## src/rtl/mem_port_arbiter.sv

```systemverilog
// Shares one single-port RAM between fetch and data ports: data wins, fetch forced after STARVE_MAX denials.
// Grants are combinational; read data returns 1 cycle after grant to the owning port (no bubble between reads).
module mem_port_arbiter #(
  parameter int AW         = 32,
  parameter int DW         = 32,
  parameter int STARVE_MAX = 4
) (
  input  logic            clk,
  input  logic            rstn,
  input  logic            if_req,
  input  logic [AW-1:0]   if_addr,
  input  logic            if_flush,
  output logic            if_gnt,
  output logic            if_rvalid,
  output logic [DW-1:0]   if_rdata,
  output logic            stall_if,
  input  logic            d_req,
  input  logic            d_we,
  input  logic [DW/8-1:0] d_be,
  input  logic [AW-1:0]   d_addr,
  input  logic [DW-1:0]   d_wdata,
  output logic            d_gnt,
  output logic            d_rvalid,
  output logic [DW-1:0]   d_rdata,
  output logic            mem_en,
  output logic            mem_we,
  output logic [DW/8-1:0] mem_be,
  output logic [AW-1:0]   mem_addr,
  output logic [DW-1:0]   mem_wdata,
  input  logic [DW-1:0]   mem_rdata
);

  typedef enum logic [1:0] {IDLE, RESP_IF, RESP_D} state_t;

  localparam logic [3:0] STARVE_LIM = 4'(STARVE_MAX);

  state_t     state, state_n;
  logic       killed_q, killed_n;
  logic [3:0] starve_cnt, starve_n;
  logic       starve;
  logic       unused_if_addr;

  // Fetches are always word reads, so the byte offset is dropped.
  assign unused_if_addr = ^if_addr[1:0];

  always_ff @(posedge clk or negedge rstn) begin
    if (!rstn) begin
      state      <= IDLE;
      killed_q   <= 1'b0;
      starve_cnt <= '0;
    end else begin
      state      <= state_n;
      killed_q   <= killed_n;
      starve_cnt <= starve_n;
    end
  end

  always_comb begin
    starve    = (starve_cnt == STARVE_LIM);
    d_gnt     = d_req & ~(starve & if_req & ~if_flush);
    if_gnt    = if_req & ~if_flush & ~d_gnt;
    stall_if  = if_req & ~if_gnt;

    mem_en    = d_gnt | if_gnt;
    mem_we    = 1'b0;
    mem_be    = '0;
    mem_addr  = '0;
    mem_wdata = '0;
    if (d_gnt) begin
      mem_we    = d_we;
      mem_be    = d_be;
      mem_addr  = d_addr;
      mem_wdata = d_wdata;
    end else if (if_gnt) begin
      mem_be    = '1;
      mem_addr  = {if_addr[AW-1:2], 2'b00};
    end

    // State names the port owning the read that returns next cycle.
    state_n = IDLE;
    if (if_gnt) begin
      state_n = RESP_IF;
    end else if (d_gnt & ~d_we) begin
      state_n = RESP_D;
    end
    killed_n = if_flush & (state_n == RESP_IF);

    starve_n = starve_cnt;
    if (if_gnt | ~if_req) begin
      starve_n = '0;
    end else if (~if_flush & (starve_cnt != STARVE_LIM)) begin
      starve_n = starve_cnt + 4'd1;
    end

    if_rvalid = (state == RESP_IF) & ~killed_q;
    d_rvalid  = (state == RESP_D);
    if_rdata  = if_rvalid ? mem_rdata : '0;
    d_rdata   = d_rvalid ? mem_rdata : '0;
  end

endmodule

```

## config.mk

```make
export PLATFORM = sky130hd
export DESIGN_NAME = mem_port_arbiter
export DESIGN_NICKNAME = d
export VERILOG_FILES = /design/src/rtl/mem_port_arbiter.sv
export SDC_FILE = /design/constraint.sdc
export NUM_CORES = 1
export LEC_CHECK = 0
export CAP_MARGIN = 20
export CORE_AREA = 5 5 104 106
export DETAILED_ROUTE_END_ITERATION = 6
export DIE_AREA = 0 0 109 111
export DONT_BUFFER_PORTS = 1
export MAX_ROUTING_LAYER = met4
export PLACE_DENSITY = 0.3
export SETUP_SLACK_MARGIN = 0.4
export SKIP_CTS_REPAIR_TIMING = 1
export SLEW_MARGIN = 20
export SYNTH_ARGS = -nofsm -noshare
export SYNTH_HDL_FRONTEND = slang
export SYNTH_SLANG_ARGS = --single-unit
export TNS_END_PERCENT = 30
```

## constraint.sdc

```tcl
create_clock -name clk -period 3.9 [get_ports clk]
set_clock_uncertainty 0.2 [all_clocks]
set_input_delay 0.78 -clock clk [delete_from_list [all_inputs] [get_ports clk]]
set_output_delay 0.78 -clock clk [all_outputs]
set_load 0.01 [all_outputs]
```

# Word level (Yosys, flattened, before mapping)
# Cells that the tools add are included.
# totals
ram_bits,0
mem_count,0
romBits,0
inputBits,138
output_inout_bits,139
word_cells,41
latchBits,0
register_bits,7
# classes
mul,0
shifts,0
n_bitwise,19
n_lt_le_gt_ge,0
reduce_logical,1
add_sub_neg,1
eq_ne,5
muxes,12
div,0
# op_table
cell,n
32-bit 2-to-1 mux,5
4-bit 2-to-1 mux,4
1-bit AND,10
1-bit inverter,7
"4-bit by 1-bit adder with 4-bit output, second input constant",1
"2-bit by 1-bit equality test with 1-bit output, second input constant",2
"4-bit by 3-bit equality test with 1-bit output, second input constant",1
2-bit 2-to-1 mux,2
"4-bit by 3-bit inequality test with 1-bit output, second input constant",1
"2-bit equality test, second input constant",1
1-bit OR,2
2-bit nonzero test,1
1-bit 2-to-1 mux,1

# Longest topological paths before layout
# Gate-level depths: netlist of the first run.
# logic_depth
depth_word,10
mapped_depth,7
depth_no_buf,5

# Least setup slack after synthesis of the first run
# No wires, ideal clock.
# synth_path
path_kind,in2out
from,input port if_req
to,output port mem_addr[10]
required_ns,2.920
arrival_time_ns,1.743
path_stages,6
path_buffers,3
setup_slack_ns,1.177
path_cell_list,buf_2 nand2b_4 o21a_1 buf_6 buf_6 a22o_1
# synth_between
elab_chain_cells,8
word_cells_on_any_way,9
classes_between,mux: 2; bitwise: 7
# synth_lines
element,line,text
"start, declared",10,"input logic if_req,"
1-bit AND (2 in a row),60,d_gnt = d_req & ~(starve & if_req & ~if_flush);
1-bit inverter,60,
1-bit AND,60,
1-bit inverter,61,if_gnt = if_req & ~if_flush & ~d_gnt;
1-bit AND,61,
32-bit 2-to-1 mux,74,end else if (if_gnt) begin
32-bit 2-to-1 mux (*),69,if (d_gnt) begin
"end, declared",28,"output logic [AW-1:0] mem_addr,"
# Mark *: on every way between the ends. The rest lies on a longest branch, timed or not.

# Final worst setup path of the first run
# layout_path
from,register starve_cnt[0]
to,output port mem_addr[7]
# layout_between
elab_chain_cells,9
# layout_lines
element,line,text
"start, declared",39,"logic [3:0] starve_cnt, starve_n;"
"start signal, assigned",54,starve_cnt <= starve_n;
4-bit by 3-bit equality test with 1-bit output,59,starve = (starve_cnt == STARVE_LIM);
1-bit AND (2 in a row),60,
1-bit inverter,60,
1-bit AND,60,
1-bit inverter,61,
1-bit AND,61,
via if_gnt,13,"output logic if_gnt,"
32-bit 2-to-1 mux,74,
32-bit 2-to-1 mux,69,
# The timed path passes the listed nets, and every way through them passes these cells.

==> run summary, run 1 <==
Vias: 1436
H-tree levels: 1
Total Wirelength: 6630 µm
# DRC: 0
Critical R2R Capture: state[1]
num ports: 277
Core Box Area: 0.00968 mm²
crit path launch: starve_cnt[0]
area delta synth->final: 10.8%
global-route usage over all layers: 0.0953
Final Hold Viols: 0
share of cells above drive strength 1: 0.0782
Post-DRT Antenna Nets: 0
maxcap violations: 0
PortBufs: 0
CTS buffer count: 3
Synth Instances: 189
Die Area: 0.0121 mm²
sequential fraction of the synthesis area: 0.125
post-layout util: 0.161
slowest stage delay, CP: 0.44 ns
TNS Setup: 0 ns
Synth Area per Inst: 7.44 µm²
clock root cell: clkbuf_8
post-route clock period utilization: 0.813
initial antenna violation count: 0
LEAKAGE: 0.647 nW
deepest clock path buffer count: 2
FILL cells: 1092
Final Wtd Congestion: 0.721
worst r2r src: starve_cnt[0]
Critical path buffers and inverters: 2
Yosys top cell area share: 0.440
Routed wire per std cell: 21.2 µm
FF-to-FF path depth: 6
number of detailed-route iterations in the first pass: 4
Inserted Diodes: 0
relative slew slack: 0.291
arrival time at the worst endpoint: 2.19 ns
final setup fails: 0
crit path capture type: output port
Reg clk slew, reported paths: 0.05 ns
HPWL after DPL: 5800 µm
run status: completed
yosys warns: 0
die height: 111 µm
WS Path Type: register to output port
Syn Nets: 329
area of the multi-input gates: 0.00113 mm²
Seq. cell area: 175 µm²
Worst-Margin Slew: 1.06 ns
maximum vdd drop: 0.0000755 V
pin count of the biggest net entering global routing: 43
overflow left after global routing: 0
Clk Latency, worst-skew pair: 0.23 ns
Synth Register Bits: 7
Max Freq: 315 MHz
Worst path slowest cell: a21oi_2
HP Class: input port to asynchronous set/reset pin
DRT iter0 DRCs: 56
PD cells: 198 mW/mm²
vias in the first global route: 1388
Die Wd: 109 µm
worst path required time: 2.92 ns
reg-to-reg slack, setup: 1.80 ns
synth unique cells: 28
Post-Synthesis Cell Area: 0.00141 mm²
post-synth top area cell: and2_1
nets@finish: 320
Setup crit start kind: register
Initial Utilization: 0.145
Max FO, Critical Path: 32
ranking of synthesized cells by area: and2_1 44%, a22o_1 19%, dfrtp_1 12%
# rows: 36
TritonCTS clock tree: yes
Pins Over Slew Limit: 0
RSZ-0062 raised after global routing: no
hold_ws: 0.0433 ns
CP cell instances: inv_1, ha_1, nand3b_4, a21oi_2, buf_4, a22o_1
first-pass GRT wire length: 8690 µm
minimum clock period: 3.17 ns
via count normalized by instance count: 4.60
Worst path top cell family by delay: compound AO/OA/AOI/OAI gates
clk sinks: 7
## state kept, by name (all words and copies together), names as in the netlist
signal,flops
starve_cnt,4
killed_q,1
state,2
## area by class of cell
cell class | count | share of cell area
inverter | 3 | 0.00723
clock buffer | 3 | 0.0265
multi-input combinational | 161 | 0.724
tap | 133 | 0.107
clock inverter | 1 | 0.00321
sequential | 7 | 0.112
timing repair buffer | 4 | 0.0193
## stage by stage
| step | setup WS, ns | std cells | total power [mW] | cell area, µm² |
|---|---|---|---|---|
| after global routing | 0.562 | 312 | 0.326 | 1560 |
| final | 0.728 | 312 | 0.308 | 1560 |
| after detailed placement | 0.839 | 308 | 0.209 | 1510 |
| after CTS | 0.675 | 312 | 0.315 | 1560 |
| after floorplan | 1.18 | 189 | 0.192 | 1410 |
| after global placement | 0.870 | 308 | 0.209 | 1510 |
## synthesized netlist by cell type
master    count
buf_2         3
and3_1        1
dfrtp_1       7
buf_6         2
a21oi_2       1
nand2b_4      1
buf_4         3
a41oi_1       1
nor2b_1       4
a21boi_0      1
clkbuf_2      2
nand2_1       3
nand3b_4      1
conb_1        1
nand3_1       4
nor3b_1       2
inv_1         3
ha_1          2
a21o_1        4
a22o_1       30
o21ai_0       1
and2_1       99
nand2b_1      1
clkbuf_1      8
o41ai_1       1
o21a_1        1
o211ai_1      1
o31ai_1       1
## layer usage
layer | global-route usage | part of all wire | vias up
met5 | - | 0 | -
met4 | 0.00253 | 0.0014 | 0
met3 | 0.0349 | 0.14 | 2
met2 | 0.200 | 0.58 | 162
met1 | 0.0806 | 0.28 | 660
li1 | - | - | 612
## where the power goes
group          internal [mW]  switching, mW  total [mW]
logic                 0.0440         0.0839       0.128
clock network         0.0693         0.0336       0.103
registers             0.0752        0.00184      0.0771
total                  0.189          0.119       0.308
## kinds of logic after synthesis
kind of cell / count (synthesis) / share of synthesized area
adder cells (fa/ha/maj): 2 / 0.0178
other: 1 / 0.00267
AO/OA/AOI/OAI: 42 / 0.252
AND/OR/NAND/NOR: 116 / 0.524
buffers and inverters: 21 / 0.0792
flip-flops: 7 / 0.125
## cell usage in the layout, fill, tap and decap left out, types with 3 or more instances in the layout
cell type	netlist	final
and2_1	99	99
a22o_1	30	30
dfrtp_1	7	7
a21o_1	4	4
nand3_1	4	4
buf_4	3	4
inv_1	3	3
nor2b_1	4	3
nand2_1	3	3
clkbuf_8	0	3
## worst max-delay path by stage
stage,endpoint,slack (ns),cells after the start
after floorplan,mem_addr[10],1.18,6
after global placement,mem_addr[7],0.87,4
after detailed placement,mem_addr[7],0.84,4
after CTS,mem_addr[7],0.68,6
after global routing,mem_addr[7],0.56,6
final,mem_addr[7],0.73,6
(Power assumes the default switching activity.)
==> inputs of run 2 (changes only) <==
- clock period: 3.9 -> 3.31 ns (I/O delays scaled with it)
==> run 2 against run 1 <==
  * Sequential share of layout area shrank 0.31 points
  * Final cell count grew 0.96%
  * Cell area grew 2.8%
  * Via count down 2.2%
  * Worst setup slack worse by 0.18 ns
  * Critical path depth unchanged
  * Sequential cell count unchanged
  * Core utilization increased by 0.45 points
  * Routed wire length fell by 0.65%
  * Register-to-register slack worse by 0.18 ns
  * First-iteration DRC count increased by 3.6%
==> run summary, run 2 (synthesis gave the netlist of run 1 again) <==
Die Wd: 109 µm (unchanged)
TritonCTS clock tree: yes
die height: 111 µm (unchanged)
Final Hold Viols: 0 (unchanged)
PortBufs: 0 (unchanged)
number of detailed-route iterations in the first pass: 4 (unchanged)
reg-to-reg slack, setup: 1.62 ns (-0.18 ns)
Routed wire per std cell: 20.9 µm (-1.6%)
worst path required time: 2.45 ns (-0.47 ns)
maximum vdd drop: 0.0000707 V (-6.3%)
# rows: 36 (unchanged)
cell area after placement: 0.00153 mm² (+1.3%)
DP Cell Count: 309 (+0.32%)
Final Wtd Congestion: 0.727 (+0.83%)
Pins Over Slew Limit: 0 (unchanged)
minimum clock period: 2.76 ns
Post-DRT Antenna Nets: 0 (unchanged)
via count normalized by instance count: 4.46 (-3.2%)
Setup crit start kind: register
area of the multi-input gates: 0.00114 mm² (+0.67%)
Initial Utilization: 0.145 (unchanged)
launch point of the worst hold path: d_we
overflow left after global routing: 0 (unchanged)
commonest non-fill, non-tap cell in the layout: and2_1
Max Freq: 362 MHz
num ports: 277 (unchanged)
deepest clock path buffer count: 2 (unchanged)
Hold Path Stages: 1
PD cells: 231 mW/mm² (+17%)
FF-to-FF path depth: 6 (unchanged)
Clk Latency, worst-skew pair: 0.23 ns (about the same)
Die Area: 0.0121 mm² (unchanged)
Worst path top cell family by delay: compound AO/OA/AOI/OAI gates
RSZ-0062 raised after global routing: no
Most flops, register: starve_cnt
CTS buffer count: 3 (unchanged)
initial antenna violation count: 1 (+1)
# DRC: 0 (unchanged)
clock root cell: clkbuf_8
HP Class: input port to register
Worst path slowest cell: dfrtp_1
design area: 0.00160 mm² (+2.8%)
Critical R2R Capture: state[1]
pin count of the biggest net entering global routing: 68 (+58%)
global-route usage over all layers: 0.0943 (-0.000977)
TNS Setup: 0 ns (unchanged)
FILL cells: 1096 (+0.37%)
area delta synth->final: 13.9%
maxcap violations: 0 (unchanged)
crit path capture type: output port
hold endpoint: state[1]
final setup fails: 0 (unchanged)
run status: completed
Reg clk slew, reported paths: 0.05 ns (about the same)
post-route clock period utilization: 0.834
Max FO, Critical Path: 35 (+9.4%)
LEAKAGE: 0.663 nW (+2.5%)
WS Path Type: register to output port
worst r2r src: starve_cnt[0]
first-pass GRT wire length: 8540 µm (-1.8%)
crit path launch: starve_cnt[0]
fin cells: 315 (+0.96%)
slowest stage delay, CP: 0.41 ns (-0.03 ns)
Largest register FFs: 4 (unchanged)
biggest regs: starve_cnt (4), state (2), killed_q (1)
CP cell instances: inv_1, ha_1, nand3b_4, a21oi_4, buf_6, a22o_1
arrival time at the worst endpoint: 1.90 ns (-0.29 ns)
most frequent cells in the layout: 99 x and2_1, 30 x a22o_1, 7 x dfrtp_1, 4 x a21o_1, 4 x nand3_1
Critical path buffers and inverters: 2 (unchanged)
share of cells above drive strength 1: 0.0829 (+0.00466)
nets@finish: 322 (+0.63%)
vias in the first global route: 1394 (+0.43%)
Core Box Area: 0.00968 mm² (unchanged)
Seq. cell area: 175 µm² (unchanged)
Total Wirelength: 6580 µm (-0.65%)
HPWL after DPL: 5750 µm (-0.87%)
clk sinks: 7 (unchanged)
Vias: 1404 (-2.2%)
H-tree levels: 1 (unchanged)
DRT iter0 DRCs: 58 (+3.6%)
==> run 2: cell count changes in the layout (fill, tap and decap cells not counted), sizes merged <==
cell         change
buf              +1
diode            +1
dlygate4sd3      +1
==> run 2: power breakdown <==
part | leakage, nW | internal [mW] | switching (mW)
combinational | 0.544 | 0.0558 | 0.101
sequential | 0.0932 | 0.0886 | 0.00210
clock | 0.0255 | 0.0818 | 0.0410
total | 0.663 | 0.226 | 0.144
==> run 2: per-layer routing <==
| layer | GRT usage | share of wire |
|---|---|---|
| met1 | 0.0834 | 0.29 |
| met3 | 0.0297 | 0.13 |
| met5 | - | 0 |
| met2 | 0.192 | 0.57 |
| met4 | 0.0126 | 0.0061 |
==> run 2: worst max-delay path by stage <==
stage,slack [ns],depth (start not counted),end
after floorplan,0.82,6,mem_addr[10]
after global placement,0.59,6,mem_addr[7]
after detailed placement,0.59,6,mem_addr[7]
after CTS,0.34,6,mem_addr[7]
after global routing,0.40,6,mem_addr[7]
final,0.55,6,mem_addr[7]
==> run 2: worst reg2reg max path, cell delays in order (launching register included) <==
cell and delay, ns:
dfrtp_1 0.41, inv_1 0.09, ha_1 0.20, nand3b_4 0.12, o21a_2 0.23, buf_12 0.18
nor2b_1 0.16
==> run 2: stage by stage <==
step / total power, mW / setup slack, ns / hold slack [ns] / utilization
5_1_grt: 0.392 / 0.401 / 0.283 / 0.165
2_1_floorplan: 0.226 / 0.823 / 0.166 / -
4_1_cts: 0.375 / 0.337 / -0.0845 / 0.163
3_5_place_dp: 0.248 / 0.593 / 0.167 / 0.158
3_3_place_gp: 0.250 / 0.587 / 0.167 / 0.158
6_report: 0.370 / 0.550 / 0.292 / 0.165
==> run 2: cell type report <==
class | count | area share
Inverter | 3 | 0.00703
Clock inverter | 1 | 0.00312
Clock buffer | 3 | 0.0258
Multi-Input combinational cell | 161 | 0.709
Timing Repair Buffer | 6 | 0.0398
Sequential cell | 7 | 0.109
Tap cell | 133 | 0.104
Antenna cell | 1 | 0.00156
